**src/rtl/decode_issue.sv**
```systemverilog
`default_nettype none
// ============================================================================
// Module   : decode_issue
// Purpose  : RV32I decode and issue stage. Decodes opcode, func3, the ALU
//            variant bit and the immediates. Selects the two ALU operands and
//            the jump/branch target, then holds the result in a one-entry
//            ID/EX register with a valid/ready handshake, flush and an
//            issued-instruction counter.
// Ports    : clk, rst_n             - clock, asynchronous active-low reset
//            in_valid/in_ready      - fetch-side handshake (in_ready is comb)
//            instr, pc              - instruction word and its address
//            rs1_data, rs2_data     - register-file read data
//            flush                  - kill held entry and this cycle's input
//            out_valid/out_ready    - execute-side handshake
//            opcode, func3, func7   - decoded fields
//            operand1, operand2     - ALU operands
//            store_data, rd, target - store data, destination, branch target
//            illegal                - unsupported encoding flag
//            issue_count            - number of captured instructions
// Revision : 1.0 - initial release
// ============================================================================
module decode_issue (
  input  logic        clk,
  input  logic        rst_n,
  input  logic        in_valid,
  output logic        in_ready,
  input  logic [31:0] instr,
  input  logic [31:0] pc,
  input  logic [31:0] rs1_data,
  input  logic [31:0] rs2_data,
  input  logic        flush,
  output logic        out_valid,
  input  logic        out_ready,
  output logic [4:0]  opcode,
  output logic [2:0]  func3,
  output logic        func7,
  output logic [31:0] operand1,
  output logic [31:0] operand2,
  output logic [31:0] store_data,
  output logic [4:0]  rd,
  output logic [31:0] target,
  output logic        illegal,
  output logic [31:0] issue_count
);

  localparam logic [4:0] OP_OP     = 5'b01100;
  localparam logic [4:0] OP_OPIMM  = 5'b00100;
  localparam logic [4:0] OP_LUI    = 5'b01101;
  localparam logic [4:0] OP_AUIPC  = 5'b00101;
  localparam logic [4:0] OP_LOAD   = 5'b00000;
  localparam logic [4:0] OP_STORE  = 5'b01000;
  localparam logic [4:0] OP_JAL    = 5'b11011;
  localparam logic [4:0] OP_JALR   = 5'b11001;
  localparam logic [4:0] OP_BRANCH = 5'b11000;

  logic [4:0]  dec_opcode;
  logic [2:0]  dec_func3;
  logic [31:0] imm_i;
  logic [31:0] imm_s;
  logic [31:0] imm_b;
  logic [31:0] imm_u;
  logic [31:0] imm_j;
  logic [31:0] jalr_sum;
  logic        dec_func7;
  logic        dec_illegal;
  logic [31:0] dec_op1;
  logic [31:0] dec_op2;
  logic [31:0] dec_target;
  logic [31:0] dec_store;
  logic        capture;

  assign dec_opcode = instr[6:2];
  assign dec_func3  = instr[14:12];

  assign imm_i = {{20{instr[31]}}, instr[31:20]};
  assign imm_s = {{20{instr[31]}}, instr[31:25], instr[11:7]};
  assign imm_b = {{20{instr[31]}}, instr[7], instr[30:25], instr[11:8], 1'b0};
  assign imm_u = {instr[31:12], 12'b0};
  assign imm_j = {{12{instr[31]}}, instr[19:12], instr[20], instr[30:21], 1'b0};
  assign jalr_sum = rs1_data + imm_i;

  // func7 is only meaningful for register ALU ops and the shift-right
  // immediate form (SRLI/SRAI); every other encoding reports 0.
  assign dec_func7 = ((dec_opcode == OP_OP) ||
                      (dec_opcode == OP_OPIMM && dec_func3 == 3'b101)) ? instr[30] : 1'b0;

  always_comb begin
    dec_illegal = 1'b0;
    dec_op1     = 32'd0;
    dec_op2     = 32'd0;
    dec_target  = 32'd0;
    case (dec_opcode)
      OP_OP: begin
        dec_op1 = rs1_data;
        dec_op2 = rs2_data;
      end
      OP_OPIMM: begin
        dec_op1 = rs1_data;
        // Shift-immediates carry only a 5-bit shamt; the upper field holds func7.
        dec_op2 = (dec_func3[1:0] == 2'b01) ? {27'd0, instr[24:20]} : imm_i;
      end
      OP_LUI: begin
        dec_op2 = imm_u;
      end
      OP_AUIPC: begin
        dec_op1 = pc;
        dec_op2 = imm_u;
      end
      OP_LOAD: begin
        dec_op1 = rs1_data;
        dec_op2 = imm_i;
      end
      OP_STORE: begin
        dec_op1 = rs1_data;
        dec_op2 = imm_s;
      end
      OP_JAL: begin
        dec_op1    = pc;
        dec_target = pc + imm_j;
      end
      OP_JALR: begin
        dec_op1    = pc;
        dec_target = {jalr_sum[31:1], 1'b0};
      end
      OP_BRANCH: begin
        dec_op1    = rs1_data;
        dec_op2    = rs2_data;
        dec_target = pc + imm_b;
      end
      default: dec_illegal = 1'b1;
    endcase
    if (instr[1:0] != 2'b11) begin
      dec_illegal = 1'b1;
    end
    // Illegal entries still issue but carry no data so execute cannot act on
    // stale operand values.
    if (dec_illegal) begin
      dec_op1    = 32'd0;
      dec_op2    = 32'd0;
      dec_target = 32'd0;
    end
  end

  assign dec_store = dec_illegal ? 32'd0 : rs2_data;

  assign in_ready = !out_valid || out_ready;
  assign capture  = in_valid && in_ready && !flush;

  always_ff @(posedge clk or negedge rst_n) begin
    if (!rst_n) begin
      out_valid   <= 1'b0;
      opcode      <= 5'd0;
      func3       <= 3'd0;
      func7       <= 1'b0;
      operand1    <= 32'd0;
      operand2    <= 32'd0;
      store_data  <= 32'd0;
      rd          <= 5'd0;
      target      <= 32'd0;
      illegal     <= 1'b0;
      issue_count <= 32'd0;
    end else begin
      if (flush) begin
        // Payload is left as-is; only the valid bit is dropped.
        out_valid <= 1'b0;
      end else if (capture) begin
        out_valid   <= 1'b1;
        opcode      <= dec_opcode;
        func3       <= dec_func3;
        func7       <= dec_func7;
        operand1    <= dec_op1;
        operand2    <= dec_op2;
        store_data  <= dec_store;
        rd          <= instr[11:7];
        target      <= dec_target;
        illegal     <= dec_illegal;
        issue_count <= issue_count + 32'd1;
      end else if (out_ready) begin
        out_valid <= 1'b0;
      end
    end
  end

endmodule
`default_nettype wire
```
**config.mk**
```make
export PLATFORM = sky130hd
export DESIGN_NAME = decode_issue
export DESIGN_NICKNAME = d
export VERILOG_FILES = /design/src/rtl/decode_issue.sv
export SDC_FILE = /design/constraint.sdc
export NUM_CORES = 1
export LEC_CHECK = 0
export CAP_MARGIN = 10
export CORE_MARGIN = 3
export CORE_UTILIZATION = 49
export CTS_CLUSTER_SIZE = 40
export DETAILED_ROUTE_END_ITERATION = 8
export PLACE_DENSITY = 0.82
export SYNTH_ARGS = -nofsm -noshare
export SYNTH_HDL_FRONTEND = slang
export SYNTH_SLANG_ARGS = --single-unit
```
**constraint.sdc**
```tcl
create_clock -name clk -period 2.4 [get_ports clk]
set_input_delay 0.72 -clock clk [delete_from_list [all_inputs] [get_ports clk]]
set_output_delay 0.72 -clock clk [all_outputs]
set_load 0.01 [all_outputs]
```
==> results.yml <==
outcome:
  status: "finished with violations"
  violations: "setup timing"
synth:
  synthSimpleGateAreaFrac_pct: 15.1
  synth-xor-area-share_pct: 6.56
  ys_ff_latch: 176
  synth_compound_area_share_pct: 26.3
  synth-main-ff-cell: "dfrtp_1"
  synth.net_count: 1412
  synthMuxAreaShare_pct: 0.891
  synth_top_family_by_area: "compound AO/OA/AOI/OAI gates"
  syn-cell-area_sq_um: 10900
  async_reset_ff_share_pct: 100
  synthCells: 1213
  synth-edff-count: 0
  ys_types: 71
  yosys_warnings: 0
  synthAdderAreaFrac_pct: 7.68
  avgSynthCellArea_sq_um: 9.03
  seq_area_frac_synth_pct: 40.2
global_routing:
  use_met1_pct: 42.3
  grt_usage_pct: 36.7
  grt_pass1_wl_microns: 69800
  grt_max_degree: 76
  busiest_layer: "met2"
  antenna_found_initial: 3
  grt-ovfl-total: 0
  use_met3_pct: 10.5
  gr-usage-met2_pct: 62.3
  grt_pass1_vias: 12700
power_and_ir_drop:
  irDropWorstVdd_mv: 0.487
  power_density_nw_per_um2: 502
  p_leak_nw: 7.90
cts:
  cts_hold_buf: 0
  htreeDepth: 4
  clock_latency_ns: 0.45
  clk_pin_slew_ns: 0.08
  clockBufferDepth: 2
  cts_tree: "yes"
  cts_buffers: 17
  cts.sinks: 176
  cts-root-buf: "clkbuf_16"
detailed_routing:
  ant_nets: 0
  drc_errors: 0
  drt_first_pass_iters: 7
  wl_per_cell_microns: 22.7
  vias: 12600
  drt_iter0_drc: 1126
  drt_wl_total_microns: 46600
  vias_per_cell: 6.15
min_path:
  hold_class: "primary input to asynchronous set/reset pin"
final_layout:
  synthToLayoutAreaGrowth_pct: 61.3
  layout_common_cells: "clkdlybuf4s50_1, buf_4, nand2_1"
  fillers: 1297
  final_nets: 1960
  final_cells: 2055
  mostFrequentLayoutCell: "clkdlybuf4s50_1"
  seq_area_sq_um: 4400
  drive_above_1_share_pct: 24.4
  multi_input_area_sq_um: 6760
place:
  placed_cells: 1998
  hpwl_microns: 34100
  dp_slack_ns: -1.98
  portBuffers: 309
  globalplace.congestion: 0.953
die:
  rows: 54
  coreArea_sq_um: 21900
  die_x_microns: 155
  initial_core_util_pct: 50.0
  die_y_microns: 155
  pin_count: 310
  dieArea_sq_um: 24200
critical_path:
  start_kind: "primary input"
  critPathCaptureType: "flip-flop"
  critPathSlowestCell: "or3_4"
  critPathMaxStageDelay_ns: 0.43
  worstPathRequired_ns: 2.77
  worstSetupPathType: "primary input to flip-flop"
  critPathArrivalTime_ns: 3.86
  path_max_fanout: 6
  cp_cell_sequence: "buf_8, nor2b_4, nand2_2, or3_4, buf_6, mux2_4, ha_4, nand4_1, or3_4, o211a_1, o211ai_1, nand2_1, o41a_1, o211ai_1"
sta:
  timing.final.crit_share_pct: 146
  finalSetupViolCount: 30
  drv_slew: 0
  timing.fmax_mhz: 286
  slew_headroom_pct: 64.7
  rsz0062_at_grt: "yes"
  fin_crit_ns: 3.50
  tightest_slew_ns: 0.530
  setup_slack_ns: -1.10
  fin_worst_skew_ns: 0.0124
  hold_viol_final: 0
flow_run:
  drv_cap: 0
## layout make-up
cell class                 instances  area share (%)
multi-input combinational        948            38.3
timing repair buffer             595            30.8
sequential                       176            24.9
clock buffer                      18            2.49
tap                              280            1.98
clock inverter                    14           0.935
inverter                          23           0.489
antenna                            1          0.0142
## through the flow
step	cell area (sq um)	power (mW)	setup TNS, ns	hold WS, ns	util (%)
3_3_place_gp	16400	5.71	-91.33	0.458	74.8
4_1_cts	17400	8.72	-21.29	0.242	79.6
6_report	17700	8.86	-23.53	0.227	80.7
5_1_grt	17700	9.18	-25.60	0.251	80.6
3_5_place_dp	16400	5.75	-102.45	0.464	74.8
2_1_floorplan	11100	4.35	-30.24	0.424	-
## worst paths after layout
| kind | slack (ns) | cells after the start | end | startpoint |
|---|---|---|---|---|
| worst max-delay path | -1.10 | 14 | target[30]$_DFFE_PN0P_ | instr[4] |
| worst min-delay path | 0.23 | 1 | issue_count[30]$_DFFE_PN0P_ | rst_n |
| worst max register to register | 0.49 | 6 | issue_count[29]$_DFFE_PN0P_ | issue_count[6]$_DFFE_PN0P_ |
| worst min register to register | 0.48 | 2 | operand1[26]$_DFFE_PN0P_ | operand1[26]$_DFFE_PN0P_ |
| max in group asynchronous | 1.51 | 2 | target[10]$_DFFE_PN0P_ | rst_n |
| min in group clk | 0.48 | 2 | operand1[26]$_DFFE_PN0P_ | operand1[26]$_DFFE_PN0P_ |
## synth_stat cells, types with 4 or more instances
cell         n  area share (%)
o21a_1      10            0.69
xnor2_1     41             3.3
and2_1       9            0.51
o21bai_1     6            0.41
o21ai_1     27             1.2
inv_1       23            0.79
nand2_1    183             6.3
a22o_1      33             2.6
nor3_1      10            0.46
a221oi_1    22             1.8
ha_1        64             7.3
nand3_1     24             1.1
nand2b_1     9            0.51
dfrtp_1    176              40
nand4_1     16            0.91
o2111ai_1    4            0.32
a21o_1      32             2.2
o211ai_1     9            0.62
mux2_2       5            0.51
clkbuf_1    57             2.0
a31oi_1     11            0.63
nor2b_1     12            0.69
or3_1        6            0.34
buf_2        5            0.23
o221ai_1     7            0.56
nor2_1      60             2.1
a211oi_1     8            0.55
xor2_1      41             3.3
a22oi_1     56             3.8
and3_1      17            0.97
o21ai_0     94             4.3
a21oi_1     70             3.2
## repair_timing
item	in CTS	in global routing
pin swaps	41	59
resized for setup	87	38
setup endpoints to repair	101	43
gates cloned	1	0
buffers inserted	18	8
## worst max-delay path: cells and delay by family
kind,cells,cell delay [ns]
buffers and inverters,2,0.26
adders and majority gates,1,0.28
AOI/OAI and AO/OA,4,0.99
muxes,1,0.32
and+or+nand+nor,6,1.30
## state kept, by name, indices dropped and copies added (netlist names), 3 cells and up
name,cells
issue_count,32
store_data,32
operand2,32
opcode,5
rd,5
target,32
operand1,32
func3,3
## power breakdown
part | internal [mW] | leakage (nW) | total, mW | switching, mW
Clock | 1.44 | 0.288 | 2.88 | 1.44
Sequential | 3.08 | 2.41 | 3.18 | 0.104
Combinational | 1.42 | 5.20 | 2.80 | 1.38
Total | 5.93 | 7.90 | 8.86 | 2.93
## per-layer routing
metal	vias to the layer above	wire, microns
li1	5567	-
met1	6044	16600
met2	802	22400
met3	209	4780
met4	6	2720
met5	-	37
## logic make-up (layout without fill, tap and decap cells)
kind of cell	Yosys count	after routing
flip-flops	176	176
adder cells (fa/ha/maj)	66	66
XOR/XNOR	82	82
AND/OR/NAND/NOR	363	363
AO/OA/AOI/OAI	428	428
multiplexers	9	9
buffers and inverters	89	650
other	0	1
Power figures use the tool's default switching activity.
